File: config.mk
export PLATFORM = sky130hd
export DESIGN_NAME = op_handler_output_collector_flat
export DESIGN_NICKNAME = d
export VERILOG_FILES = /design/src/rtl/op_handler_output_collector_pkg.sv /design/src/rtl/op_handler_output_collector_if.sv /design/src/rtl/op_handler_output_collector_handler_point_reg.sv /design/src/rtl/op_handler_output_collector.sv /design/src/flat_wrapper.sv
export SDC_FILE = /design/constraint.sdc
export NUM_CORES = 1
export LEC_CHECK = 0
export CORE_ASPECT_RATIO = 1.25
export CORE_MARGIN = 5
export CORE_UTILIZATION = 40
export CTS_BUF_LIST = sky130_fd_sc_hd__clkbuf_2 sky130_fd_sc_hd__clkbuf_4 sky130_fd_sc_hd__clkbuf_8
export CTS_CLUSTER_DIAMETER = 150
export DETAILED_ROUTE_END_ITERATION = 10
export GPL_TIMING_DRIVEN = 0
export HOLD_SLACK_MARGIN = 0.02
export PLACE_DENSITY = 0.88
export SYNTH_ARGS = -nofsm -noshare
export SYNTH_HDL_FRONTEND = slang
export SYNTH_SLANG_ARGS = --single-unit
File: constraint.sdc
create_clock -name clk -period 1.9 [get_ports clk]
set_input_delay 0.38 -clock clk [delete_from_list [all_inputs] [get_ports clk]]
set_output_delay 0.38 -clock clk [all_outputs]
set_load 0.02 [all_outputs]
File: src/rtl/op_handler_output_collector_pkg.sv
// Shared types for the op handler return path.
// Purpose: command encoding, handler select enum, FSM state enum and the
// cmd -> handler decode that both the input demux and the output collector
// use, so both ends always agree on which handler owns an op.
package op_handler_output_collector_pkg;

  localparam int CMD_WIDTH = 4;

  // Command codes as presented on the cmd bus.
  localparam logic [CMD_WIDTH-1:0] CMD_G00 = 4'd0;
  localparam logic [CMD_WIDTH-1:0] CMD_G01 = 4'd1;
  localparam logic [CMD_WIDTH-1:0] CMD_G02 = 4'd2;
  localparam logic [CMD_WIDTH-1:0] CMD_G03 = 4'd3;
  localparam logic [CMD_WIDTH-1:0] CMD_G90 = 4'd8;
  localparam logic [CMD_WIDTH-1:0] CMD_G91 = 4'd9;

  typedef enum logic [1:0] {
    HND_LIN   = 2'd0,
    HND_CIRC  = 2'd1,
    HND_DUMMY = 2'd2
  } handler_sel_t;

  typedef enum logic [1:0] {
    ST_IDLE  = 2'd0,
    ST_BUSY  = 2'd1,
    ST_DRAIN = 2'd2
  } state_t;

  // Linear moves go to lin, arcs to circ; mode changes and anything
  // unrecognised are absorbed by the dummy handler.
  function automatic handler_sel_t cmd_to_handler(input logic [CMD_WIDTH-1:0] cmd);
    handler_sel_t res;
    case (cmd)
      CMD_G00, CMD_G01: res = HND_LIN;
      CMD_G02, CMD_G03: res = HND_CIRC;
      default:          res = HND_DUMMY;
    endcase
    return res;
  endfunction

endpackage

File: src/rtl/op_handler_output_collector_if.sv
// Handler-side and downstream point buses of the output collector.
// Handshake rule (both buses): a point transfers in a cycle where valid and
// ready are both 1 at the rising clock edge; valid must not depend on ready,
// and a producer holds valid and data stable until the transfer happens.
// Signals:
//   hnd_valid/hnd_x/hnd_y/hnd_done : from handlers (0 lin, 1 circ, 2 dummy)
//   hnd_rdy                        : to handlers, at most one bit set
//   out_valid/out_x/out_y          : registered point to downstream
//   out_rdy                        : from downstream
// Modports: slave = the collector, master = handlers plus downstream sink.
interface op_handler_output_collector_if #(
  parameter int POS_WIDTH = 16
);
  logic [2:0]                 hnd_valid;
  logic [2:0][POS_WIDTH-1:0]  hnd_x;
  logic [2:0][POS_WIDTH-1:0]  hnd_y;
  logic [2:0]                 hnd_done;
  logic [2:0]                 hnd_rdy;
  logic                       out_valid;
  logic                       out_rdy;
  logic [POS_WIDTH-1:0]       out_x;
  logic [POS_WIDTH-1:0]       out_y;

  modport slave (
    input  hnd_valid, hnd_x, hnd_y, hnd_done, out_rdy,
    output hnd_rdy, out_valid, out_x, out_y
  );

  modport master (
    output hnd_valid, hnd_x, hnd_y, hnd_done, out_rdy,
    input  hnd_rdy, out_valid, out_x, out_y
  );
endinterface

File: src/rtl/op_handler_output_collector_handler_point_reg.sv
// One-entry valid/ready pipeline register for a signed (x,y) point.
// Ports:
//   clk, reset        : clock, synchronous active-high reset
//   flush             : drop any held point (abort path)
//   in_valid/in_x/in_y: upstream point, in_rdy = upstream ready term
//   out_valid/out_x/out_y, out_rdy : registered downstream point
// Full throughput: a held point can leave and a new one enter in one cycle.
module handler_point_reg #(
  parameter int POS_WIDTH = 16
) (
  input  logic                 clk,
  input  logic                 reset,
  input  logic                 flush,
  input  logic                 in_valid,
  input  logic [POS_WIDTH-1:0] in_x,
  input  logic [POS_WIDTH-1:0] in_y,
  output logic                 in_rdy,
  output logic                 out_valid,
  output logic [POS_WIDTH-1:0] out_x,
  output logic [POS_WIDTH-1:0] out_y,
  input  logic                 out_rdy
);

  assign in_rdy = !out_valid || out_rdy;

  always_ff @(posedge clk) begin
    if (reset) begin
      out_valid <= 1'b0;
      out_x     <= '0;
      out_y     <= '0;
    end else if (flush) begin
      out_valid <= 1'b0;
    end else if (in_valid && in_rdy) begin
      out_valid <= 1'b1;
      out_x     <= in_x;
      out_y     <= in_y;
    end else if (out_rdy) begin
      out_valid <= 1'b0;
    end
  end

endmodule

File: src/rtl/op_handler_output_collector.sv
// Merges the lin/circ/dummy op handler point streams back onto one
// registered point output. On trigger the owning handler is latched; only
// its points are forwarded and only its done ends the op. After done the
// output register drains, then a single done pulse is issued.
// A watchdog aborts an op whose handler goes quiet for too long.
// Ports:
//   clk, reset            : clock, synchronous active-high reset
//   trigger, cmd          : op start strobe and command
//   bus (slave)           : handler and downstream point buses
//   cur_x, cur_y          : last point accepted downstream
//   busy                  : op in progress (BUSY or DRAIN)
//   done                  : one-cycle op-complete pulse
//   timeout_err           : sticky watchdog abort flag
//   state_dbg             : current FSM state
module op_handler_output_collector
  import op_handler_output_collector_pkg::*;
#(
  parameter int POS_WIDTH      = 16,
  parameter int TIMEOUT_CYCLES = 65535
) (
  input  logic                 clk,
  input  logic                 reset,
  input  logic                 trigger,
  input  logic [CMD_WIDTH-1:0] cmd,
  op_handler_output_collector_if.slave bus,
  output logic [POS_WIDTH-1:0] cur_x,
  output logic [POS_WIDTH-1:0] cur_y,
  output logic                 busy,
  output logic                 done,
  output logic                 timeout_err,
  output state_t               state_dbg
);

  // Wide enough to hold TIMEOUT_CYCLES, and at least one bit when disabled.
  localparam int WD_W = $clog2(TIMEOUT_CYCLES + 2);

  state_t         state, state_next;
  handler_sel_t   sel, sel_next;
  logic [WD_W-1:0] wd_cnt, wd_next, wd_inc;
  logic           done_next;
  logic           wd_expire;

  logic                 pr_in_valid;
  logic                 pr_in_rdy;
  logic [POS_WIDTH-1:0] pr_in_x;
  logic [POS_WIDTH-1:0] pr_in_y;
  logic                 up_hs;
  logic                 dn_hs;
  logic                 sel_done;

  handler_point_reg #(
    .POS_WIDTH (POS_WIDTH)
  ) u_point_reg (
    .clk       (clk),
    .reset     (reset),
    .flush     (wd_expire),
    .in_valid  (pr_in_valid),
    .in_x      (pr_in_x),
    .in_y      (pr_in_y),
    .in_rdy    (pr_in_rdy),
    .out_valid (bus.out_valid),
    .out_x     (bus.out_x),
    .out_y     (bus.out_y),
    .out_rdy   (bus.out_rdy)
  );

  // Only the latched handler is ever looked at; the others are don't-care.
  assign pr_in_x     = bus.hnd_x[sel];
  assign pr_in_y     = bus.hnd_y[sel];
  assign sel_done    = bus.hnd_done[sel];
  assign pr_in_valid = (state == ST_BUSY) && bus.hnd_valid[sel];
  assign up_hs       = pr_in_valid && pr_in_rdy;
  assign dn_hs       = bus.out_valid && bus.out_rdy;
  assign wd_inc      = wd_cnt + WD_W'(1);

  always_comb begin
    state_next  = state;
    sel_next    = sel;
    wd_next     = wd_cnt;
    done_next   = 1'b0;
    wd_expire   = 1'b0;
    bus.hnd_rdy = '0;
    case (state)
      ST_IDLE: begin
        if (trigger) begin
          sel_next   = cmd_to_handler(cmd);
          wd_next    = '0;
          state_next = ST_BUSY;
        end
      end
      ST_BUSY: begin
        bus.hnd_rdy[sel] = pr_in_rdy;
        if (up_hs || sel_done) begin
          wd_next = '0;
        end else begin
          wd_next = wd_inc;
          if ((TIMEOUT_CYCLES != 0) && (wd_inc == WD_W'(TIMEOUT_CYCLES))) begin
            wd_expire = 1'b1;
          end
        end
        // A point offered alongside done is still taken above.
        if (sel_done) begin
          state_next = ST_DRAIN;
        end else if (wd_expire) begin
          state_next = ST_IDLE;
        end
      end
      ST_DRAIN: begin
        // Finish once the output register is empty after this cycle.
        if (!bus.out_valid || bus.out_rdy) begin
          state_next = ST_IDLE;
          done_next  = 1'b1;
        end
      end
      default: state_next = ST_IDLE;
    endcase
  end

  always_ff @(posedge clk) begin
    if (reset) begin
      state       <= ST_IDLE;
      sel         <= HND_DUMMY;
      wd_cnt      <= '0;
      done        <= 1'b0;
      timeout_err <= 1'b0;
      cur_x       <= '0;
      cur_y       <= '0;
    end else begin
      state  <= state_next;
      sel    <= sel_next;
      wd_cnt <= wd_next;
      done   <= done_next;
      if (wd_expire) begin
        timeout_err <= 1'b1;
      end
      if (dn_hs) begin
        cur_x <= bus.out_x;
        cur_y <= bus.out_y;
      end
    end
  end

  assign busy      = (state != ST_IDLE);
  assign state_dbg = state;

endmodule

File: src/flat_wrapper.sv
// flat-port wrapper written by rule: the top's interface ports become plain ports
module op_handler_output_collector_flat import op_handler_output_collector_pkg::*;
#(
  parameter int POS_WIDTH      = 16,
  parameter int TIMEOUT_CYCLES = 65535
)
  (clk, reset, trigger, cmd, cur_x, cur_y, busy, done, timeout_err, state_dbg, bus_hnd_valid, bus_hnd_x, bus_hnd_y, bus_hnd_done, bus_out_rdy, bus_hnd_rdy, bus_out_valid, bus_out_x, bus_out_y);
  op_handler_output_collector_if #(.POS_WIDTH(POS_WIDTH)) bus_i ();
  input  logic clk;
  input  logic reset;
  input  logic trigger;
  input  logic [CMD_WIDTH-1:0] cmd;
  output logic [POS_WIDTH-1:0] cur_x;
  output logic [POS_WIDTH-1:0] cur_y;
  output logic busy;
  output logic done;
  output logic timeout_err;
  output state_t state_dbg;
  input wire logic [$bits(bus_i.hnd_valid)-1:0] bus_hnd_valid;
  input wire logic [$bits(bus_i.hnd_x)-1:0] bus_hnd_x;
  input wire logic [$bits(bus_i.hnd_y)-1:0] bus_hnd_y;
  input wire logic [$bits(bus_i.hnd_done)-1:0] bus_hnd_done;
  input wire logic [$bits(bus_i.out_rdy)-1:0] bus_out_rdy;
  output wire logic [$bits(bus_i.hnd_rdy)-1:0] bus_hnd_rdy;
  output wire logic [$bits(bus_i.out_valid)-1:0] bus_out_valid;
  output wire logic [$bits(bus_i.out_x)-1:0] bus_out_x;
  output wire logic [$bits(bus_i.out_y)-1:0] bus_out_y;
  assign bus_i.hnd_valid = bus_hnd_valid;
  assign bus_i.hnd_x = bus_hnd_x;
  assign bus_i.hnd_y = bus_hnd_y;
  assign bus_i.hnd_done = bus_hnd_done;
  assign bus_i.out_rdy = bus_out_rdy;
  assign bus_hnd_rdy = bus_i.hnd_rdy;
  assign bus_out_valid = bus_i.out_valid;
  assign bus_out_x = bus_i.out_x;
  assign bus_out_y = bus_i.out_y;
  op_handler_output_collector #(.POS_WIDTH(POS_WIDTH), .TIMEOUT_CYCLES(TIMEOUT_CYCLES)) u_core (.clk(clk), .reset(reset), .trigger(trigger), .cmd(cmd), .bus(bus_i), .cur_x(cur_x), .cur_y(cur_y), .busy(busy), .done(done), .timeout_err(timeout_err), .state_dbg(state_dbg));
endmodule
==> results.py, run 1 <==
metrics = {
    "routing": {
        "vias_per_cell": 5.61,
        "routed-via-count": 4984,
        "ant_nets": 0,
        "initialDrtViolationCount": 255,
        "drt_wl_total_um": 16000,
        "routed_wire_length_per_instance_um": 18.0,
        "firstDrtPassIters": 5,
        "drc": 0,
    },
    "critical_path": {
        "worstReg2RegStart": "u_core.wd_cnt[7]",
        "number_of_cells_on_the_worst_reg_to_reg_path": 5,
        "critPathMaxStageDelay_ns": 0.51,
        "cp.required_ns": 2.13,
        "crit_fanout": 6,
        "start_kind": "register",
        "critical_path_data_arrival_time_ns": 2.10,
        "regToRegSetupSlack_ns": 0.03,
        "worst_setup_path_startpoint": "u_core.wd_cnt[7]",
        "timing.rr.end": "u_core.state_dbg[0]",
        "slowest_stage": "or4_4",
        "crit_path_end_kind": "register",
        "timing.critical_path.cells": "nand4_1 > or4_4 > a311oi_2 > o2111a_2 > o22ai_1",
        "timing_endpoint_of_the_critical_path": "u_core.state_dbg[0]",
        "criticalPathCategory": "register to register",
    },
    "synthesis": {
        "synth.ff_latch_count": 88,
        "synth_warnings": 0,
        "synthCells": 548,
        "synth_sequential_area_ratio": 0.399,
        "synth_top_flop_cell": "dfxtp_1",
        "yosysUniqueCellTypes": 60,
        "avgSynthCellArea_um2": 8.07,
        "synth-edff-count": 0,
        "ys_async_sr_fraction": 0,
        "combined_area_of_all_synthesized_cells_mm2": 0.00442,
        "postSynthNetCount": 660,
    },
    "timing": {
        "max_freq_ghz": 0.535,
        "setup_tns_ns": 0,
        "final.min_clock_period_ns": 1.87,
        "slew_headroom": 0.625,
        "fin_ws_ns": 0.0316,
        "setup_viol_count_final": 0,
        "worst_clock_skew_ns": 0.0105,
        "fin_crit_sh": 0.983,
        "report.final.hold_viol_count": 0,
        "final-max-slew-violation-count": 0,
        "unrepaired_setup_endpoints_after_global_routing": "true",
        "timing_worst_slew_pin_value_ns": 0.563,
    },
    "place": {
        "placement.cell_area_mm2": 0.00640,
        "dp_hpwl_um": 12300,
        "post-place-ws_ns": -0.809,
        "gpl.final_weighted_congestion": 0.897,
        "placement.io_buffers": 181,
        "placed_cells_incl_taps": 864,
    },
    "cts": {
        "clockRootBuffer": "clkbuf_8",
        "cts_buffer_depth": 2,
        "htree_num_levels": 3,
        "cts_sinks": 88,
        "cts_made_buffers": 9,
        "worstSkewPairLatency_ns": 0.36,
        "clk_pin_slew_worst_paths_ns": 0.09,
        "tritoncts": "done",
    },
    "job": {
        "cap_viol_max_count": 0,
    },
    "layout": {
        "area_growth_syn_to_layout_pct": 54.2,
        "num_antenna_cells": 0,
        "most-common-layout-cells": "175 x clkdlybuf4s50_1, 85 x nand2_1, 82 x dfxtp_1",
        "layout.cell_area.non_filler_mm2": 0.00682,
        "stdcell_count": 889,
        "fillCellCount": 901,
        "post_route_cells_drive_above_1_share": 0.123,
        "layout.cells.most_common": "clkdlybuf4s50_1",
        "design.final.nets": 861,
    },
    "grt": {
        "grt_pass1_wl_um": 24800,
        "grt_antenna_before_repair": 0,
        "total_global_route_track_usage": 0.230,
        "globalRoute.totalOverflow": 0,
        "grt_max_degree": 15,
        "grt_pass1_vias": 4922,
    },
    "floorplan": {
        "ioPinCount": 183,
        "site_rows": 43,
        "floorplan.initialDensity": 0.403,
        "fp.dieH_um": 128,
        "core_mm2": 0.0110,
        "die_w_um": 104,
        "die_area_mm2": 0.0133,
    },
    "outcome": {
        "run_status": "finished, final reports clean",
    },
    "hold_path": {
        "min_delay_path_depth": 2,
        "min_path_type": "register to register",
    },
    "pwr": {
        "cellLeakagePower_uw": 0.00227,
        "power_density_mw_per_mm2": 616,
        "power.ir.vdd_worst_mv": 0.380,
    },
}
worst min path at each step:
stage	from	slack, ns	end
final	u_core.cur_y[5]	0.46	u_core.cur_y[5]
after CTS	u_core.cur_y[5]	0.46	u_core.cur_y[5]
after global routing	u_core.cur_x[0]	0.48	u_core.cur_x[0]
after floorplan	u_core.wd_cnt[16]	0.44	u_core.wd_cnt[16]
after detailed placement	u_core.cur_y[5]	0.45	u_core.cur_y[5]
after global placement	u_core.cur_y[5]	0.44	u_core.cur_y[5]
cell usage after synthesis, types with 2 or more instances:
master / count / share of area
dfxtp_1: 88 / 0.40
nand2_1: 88 / 0.075
a21oi_1: 78 / 0.088
nor2_1: 74 / 0.063
mux2i_1: 34 / 0.077
a211oi_1: 33 / 0.056
clkbuf_1: 21 / 0.018
a311oi_1: 13 / 0.026
buf_2: 12 / 0.014
buf_4: 6 / 0.010
buf_6: 6 / 0.015
nand3_1: 6 / 0.0068
o21ai_0: 6 / 0.0068
nand2b_1: 5 / 0.0071
nor2b_1: 5 / 0.0071
inv_1: 4 / 0.0034
nand4_1: 4 / 0.0057
nor3_1: 4 / 0.0045
nor3b_1: 4 / 0.0068
a41oi_1: 3 / 0.0059
nand3b_1: 3 / 0.0051
nand4b_1: 3 / 0.0059
o211ai_1: 3 / 0.0051
a31oi_1: 2 / 0.0028
and2_1: 2 / 0.0028
and4_1: 2 / 0.0040
buf_1: 2 / 0.0017
ha_1: 2 / 0.0057
o21ai_1: 2 / 0.0023
or4_1: 2 / 0.0034
or4b_1: 2 / 0.0045
state kept, by name, summed over array words and instances, names as in the netlist:
signal and cells:
u_core.wd_cnt 17, u_core.state_dbg 2, u_core.sel 2, u_core.u_point_reg.out_x 16, u_core.done 1, u_core.timeout_err 1
u_core.cur_y 16, u_core.cur_x 16, u_core.u_point_reg.out_y 16, u_core.u_point_reg.out_valid 1
where the power goes:
group          internal, uW  switching [uW]
Sequential             1920            62.0
Combinational           516             518
Clock                   521             667
per-layer routing:
layer,GRT usage,part of all wire,vias up
met3,0.0556,0.071,56
met2,0.426,0.52,236
met5,0,0,-
met1,0.239,0.36,2344
li1,-,-,2348
met4,0.116,0.047,0
layout make-up:
type | count | area [um^2] | share of cell area
multi-input cells | 407 | 2450 | 0.360
repair buffers | 191 | 1880 | 0.276
flip-flops and latches | 88 | 1770 | 0.260
plain buffers | 48 | 348 | 0.0510
well taps | 135 | 169 | 0.0248
clock buffers | 11 | 145 | 0.0213
clock inverters | 5 | 32.5 | 0.00477
inverters | 4 | 17.5 | 0.00257
worst max-delay path, delay by kind of cell (launching register included):
family / cells / cell delay, ns
compound gates: 3 / 0.63
flops: 1 / 0.45
simple gates: 2 / 0.65
metrics by stage:
stage / hold WS, ns / utilization / power [uW]
2_1_floorplan: 0.437 / - / 2470
6_report: 0.456 / 0.621 / 4200
3_3_place_gp: 0.442 / 0.583 / 2950
5_1_grt: 0.479 / 0.621 / 4360
4_1_cts: 0.458 / 0.610 / 4170
3_5_place_dp: 0.448 / 0.583 / 2980
kinds of logic (layout without fill, tap and decap cells):
family / Yosys count / count (layout) / share of synthesized area
and+or+nand+nor: 217 / 217 / 0.228
AOI/OAI and AO/OA: 154 / 154 / 0.222
DFF: 88 / 88 / 0.399
buffers and inverters: 53 / 259 / 0.0685
muxes: 34 / 34 / 0.0770
adders and majority gates: 2 / 2 / 0.00566
what timing repair did:
action                                 4_1_cts  5_1_grt
setup buffers                                4        5
cloned                                       0        1
hold buffers                                 0        0
endpoints found under the hold margin        0        0
gates resized for setup                     48       30
pin swaps                                    5       10
setup endpoints to repair                   47       49
(Power assumes the default switching activity.)
==> run 2: changes to the inputs <==
PLACE_DENSITY = 0.81   (was 0.88)
==> run 2 against run 1 <==
Largest cell class unchanged. First-iteration DRC count shrank 14%. Routed wire length down 1.2%. Clock power is 12% higher. Combinational power hardly changed. Largest power group unchanged. Maximum frequency up 0.79%. Count of clock-buffer cells in the layout stayed put.
==> results.py, run 2 (synthesis results as in run 1) <==
metrics = {
    "layout": {
        "most-common-layout-cells": "176 x clkdlybuf4s50_1, 86 x nand2_1, 81 x dfxtp_1",
        "fillCellCount": 935,
        "layout.cell_area.non_filler_mm2": 0.00693,
        "post_route_cells_drive_above_1_share": 0.137,
        "multi_input_combinational_cell_area_mm2": 0.00251,
        "largest_register": "u_core.wd_cnt",
        "area_growth_syn_to_layout_pct": 56.8,
        "finalCoreUtilization": 0.631,
        "num_antenna_cells": 0,
        "stdcell_count": 893,
        "design.final.nets": 865,
        "regArea_mm2": 0.00178,
        "layout.cells.most_common": "clkdlybuf4s50_1",
        "max_reg_flops": 17,
    },
    "routing": {
        "routed-via-count": 4863,
        "routed_wire_length_per_instance_um": 17.7,
        "initialDrtViolationCount": 219,
        "drt_wl_total_um": 15800,
        "drc": 0,
        "ant_nets": 0,
        "firstDrtPassIters": 6,
        "vias_per_cell": 5.45,
    },
    "pwr": {
        "power_density_mw_per_mm2": 627,
        "design_power_total_uw": 4350,
        "cellLeakagePower_uw": 0.00230,
        "power.ir.vdd_worst_mv": 0.353,
    },
    "timing": {
        "final.min_clock_period_ns": 1.85,
        "timing_worst_slew_pin_value_ns": 0.572,
        "worst_clock_skew_ns": 0.0101,
        "max_freq_ghz": 0.539,
        "setup_viol_count_final": 0,
        "fin_crit_sh": 0.976,
        "report.final.hold_viol_count": 0,
        "final-max-slew-violation-count": 0,
        "setup_tns_ns": 0,
        "slew_headroom": 0.619,
    },
    "place": {
        "dp_hpwl_um": 12300,
        "placement.cell_area_mm2": 0.00640,
        "placement.io_buffers": 181,
        "placed_cells_incl_taps": 864,
        "gpl.final_weighted_congestion": 0.890,
    },
    "critical_path": {
        "timing.rr.end": "u_core.state_dbg[0]",
        "critPathMaxStageDelay_ns": 0.40,
        "regToRegSetupSlack_ns": 0.05,
        "crit_fanout": 10,
        "criticalPathCategory": "register to output port",
        "delay_heaviest_family_cp": "buffers and inverters",
        "worst-path-buf-inv": 3,
        "start_kind": "register",
        "crit_path_end_kind": "output port",
        "timing.critical_path.mode_cell": "clkbuf_8",
        "number_of_cells_on_the_worst_reg_to_reg_path": 8,
        "slowest_stage": "dfxtp_4",
        "timing.critical_path.cells": "clkbuf_8 > clkbuf_8 > nor3b_2 > buf_4",
        "worstReg2RegStart": "u_core.wd_cnt[0]",
        "cp.required_ns": 1.52,
        "critical_path_data_arrival_time_ns": 1.47,
    },
    "hold_path": {
        "holdPathEnd": "u_core.cur_y[13]",
        "min_delay_path_depth": 2,
        "holdCritStartpoint": "u_core.cur_y[13]",
        "min_path_type": "register to register",
    },
    "outcome": {
        "run_status": "finished, final reports clean",
    },
    "job": {
        "cap_viol_max_count": 0,
    },
    "cts": {
        "clockRootBuffer": "clkbuf_8",
        "worstSkewPairLatency_ns": 0.36,
        "cts_sinks": 88,
        "cts_buffer_depth": 2,
        "clk_pin_slew_worst_paths_ns": 0.09,
        "cts_made_buffers": 9,
        "tritoncts": "done",
        "htree_num_levels": 3,
    },
    "floorplan": {
        "site_rows": 43,
        "floorplan.initialDensity": 0.403,
        "ioPinCount": 183,
        "die_area_mm2": 0.0133,
        "core_mm2": 0.0110,
        "die_w_um": 104,
        "fp.dieH_um": 128,
    },
    "grt": {
        "grt_pass1_wl_um": 24700,
        "grt_pass1_vias": 5070,
        "total_global_route_track_usage": 0.230,
        "globalRoute.totalOverflow": 0,
        "grt_antenna_before_repair": 0,
        "grt_max_degree": 15,
    },
}
==> run 2: changes by cell type in the layout (fill, tap and decap cells not counted), sizes merged <==
cell,before,now
buf,39,41
clkbuf,33,35
clkinvlp,3,1
bufinv,0,1
clkdlybuf4s50,175,176
clkinv,2,3
dlymetal6s2s,1,0
==> run 2: worst max-delay path by stage <==
stage / startpoint / end / slack, ns / cells past startpoint
floorplan: u_core.sel[1] / bus_hnd_rdy[2] / 0.005 / 3
global placement: bus_out_rdy / bus_hnd_rdy[0] / -0.88 / 5
detailed placement: bus_out_rdy / bus_hnd_rdy[0] / -0.87 / 5
CTS: u_core.sel[0] / bus_hnd_rdy[0] / 0.006 / 5
global route: u_core.wd_cnt[4] / u_core.wd_cnt[16] / -0.05 / 7
finish: u_core.sel[1] / bus_hnd_rdy[2] / 0.05 / 4
==> run 2: per-stage QoR <==
step | setup slack (ns) | hold slack, ns
finish | 0.0462 | 0.458
global route | -0.0450 | 0.482
CTS | 0.00619 | 0.461
detailed placement | -0.871 | 0.449
global placement | -0.880 | 0.442
floorplan | 0.00497 | 0.437
==> run 2: worst min-delay path: cells and delay by family (launching register included) <==
family             cells  cell delay [ns]
and+or+nand+nor        1             0.05
DFF                    1             0.32
AOI/OAI and AO/OA      1             0.05
==> run 2: repair_timing <==
item,4_1_cts,5_1_grt
setup buffers,6,7
resized for setup,53,40
hold buffers,0,0
endpoints found under the setup margin,46,48
pin swaps,4,14
gates cloned,0,1
==> run 2: power by group <==
part / internal (uW) / switching [uW] / total, uW / leakage [uW]
combinational: 526 / 509 / 1040 / 0.00148
clock: 657 / 672 / 1330 / 0.000103
sequential: 1910 / 67.3 / 1980 / 0.000716
total: 3100 / 1250 / 4350 / 0.00230
==> run 2: layout make-up <==
class	instances	share of cell area
multi-input cells	407	0.362
repair buffers	195	0.275
flip-flops and latches	88	0.256
plain buffers	48	0.0509
well taps	135	0.0244
clock buffers	11	0.0209
clock inverters	5	0.00813
inverters	4	0.00253
==> run 2: layer usage <==
| layer | vias to the layer above | track usage | wire, um |
|---|---|---|---|
| li1 | 2351 | - | - |
| met1 | 2265 | 0.231 | 5770 |
| met2 | 202 | 0.430 | 8240 |
| met3 | 45 | 0.0672 | 1230 |
| met4 | 0 | 0.111 | 606 |
| met5 | - | 0 | 0 |
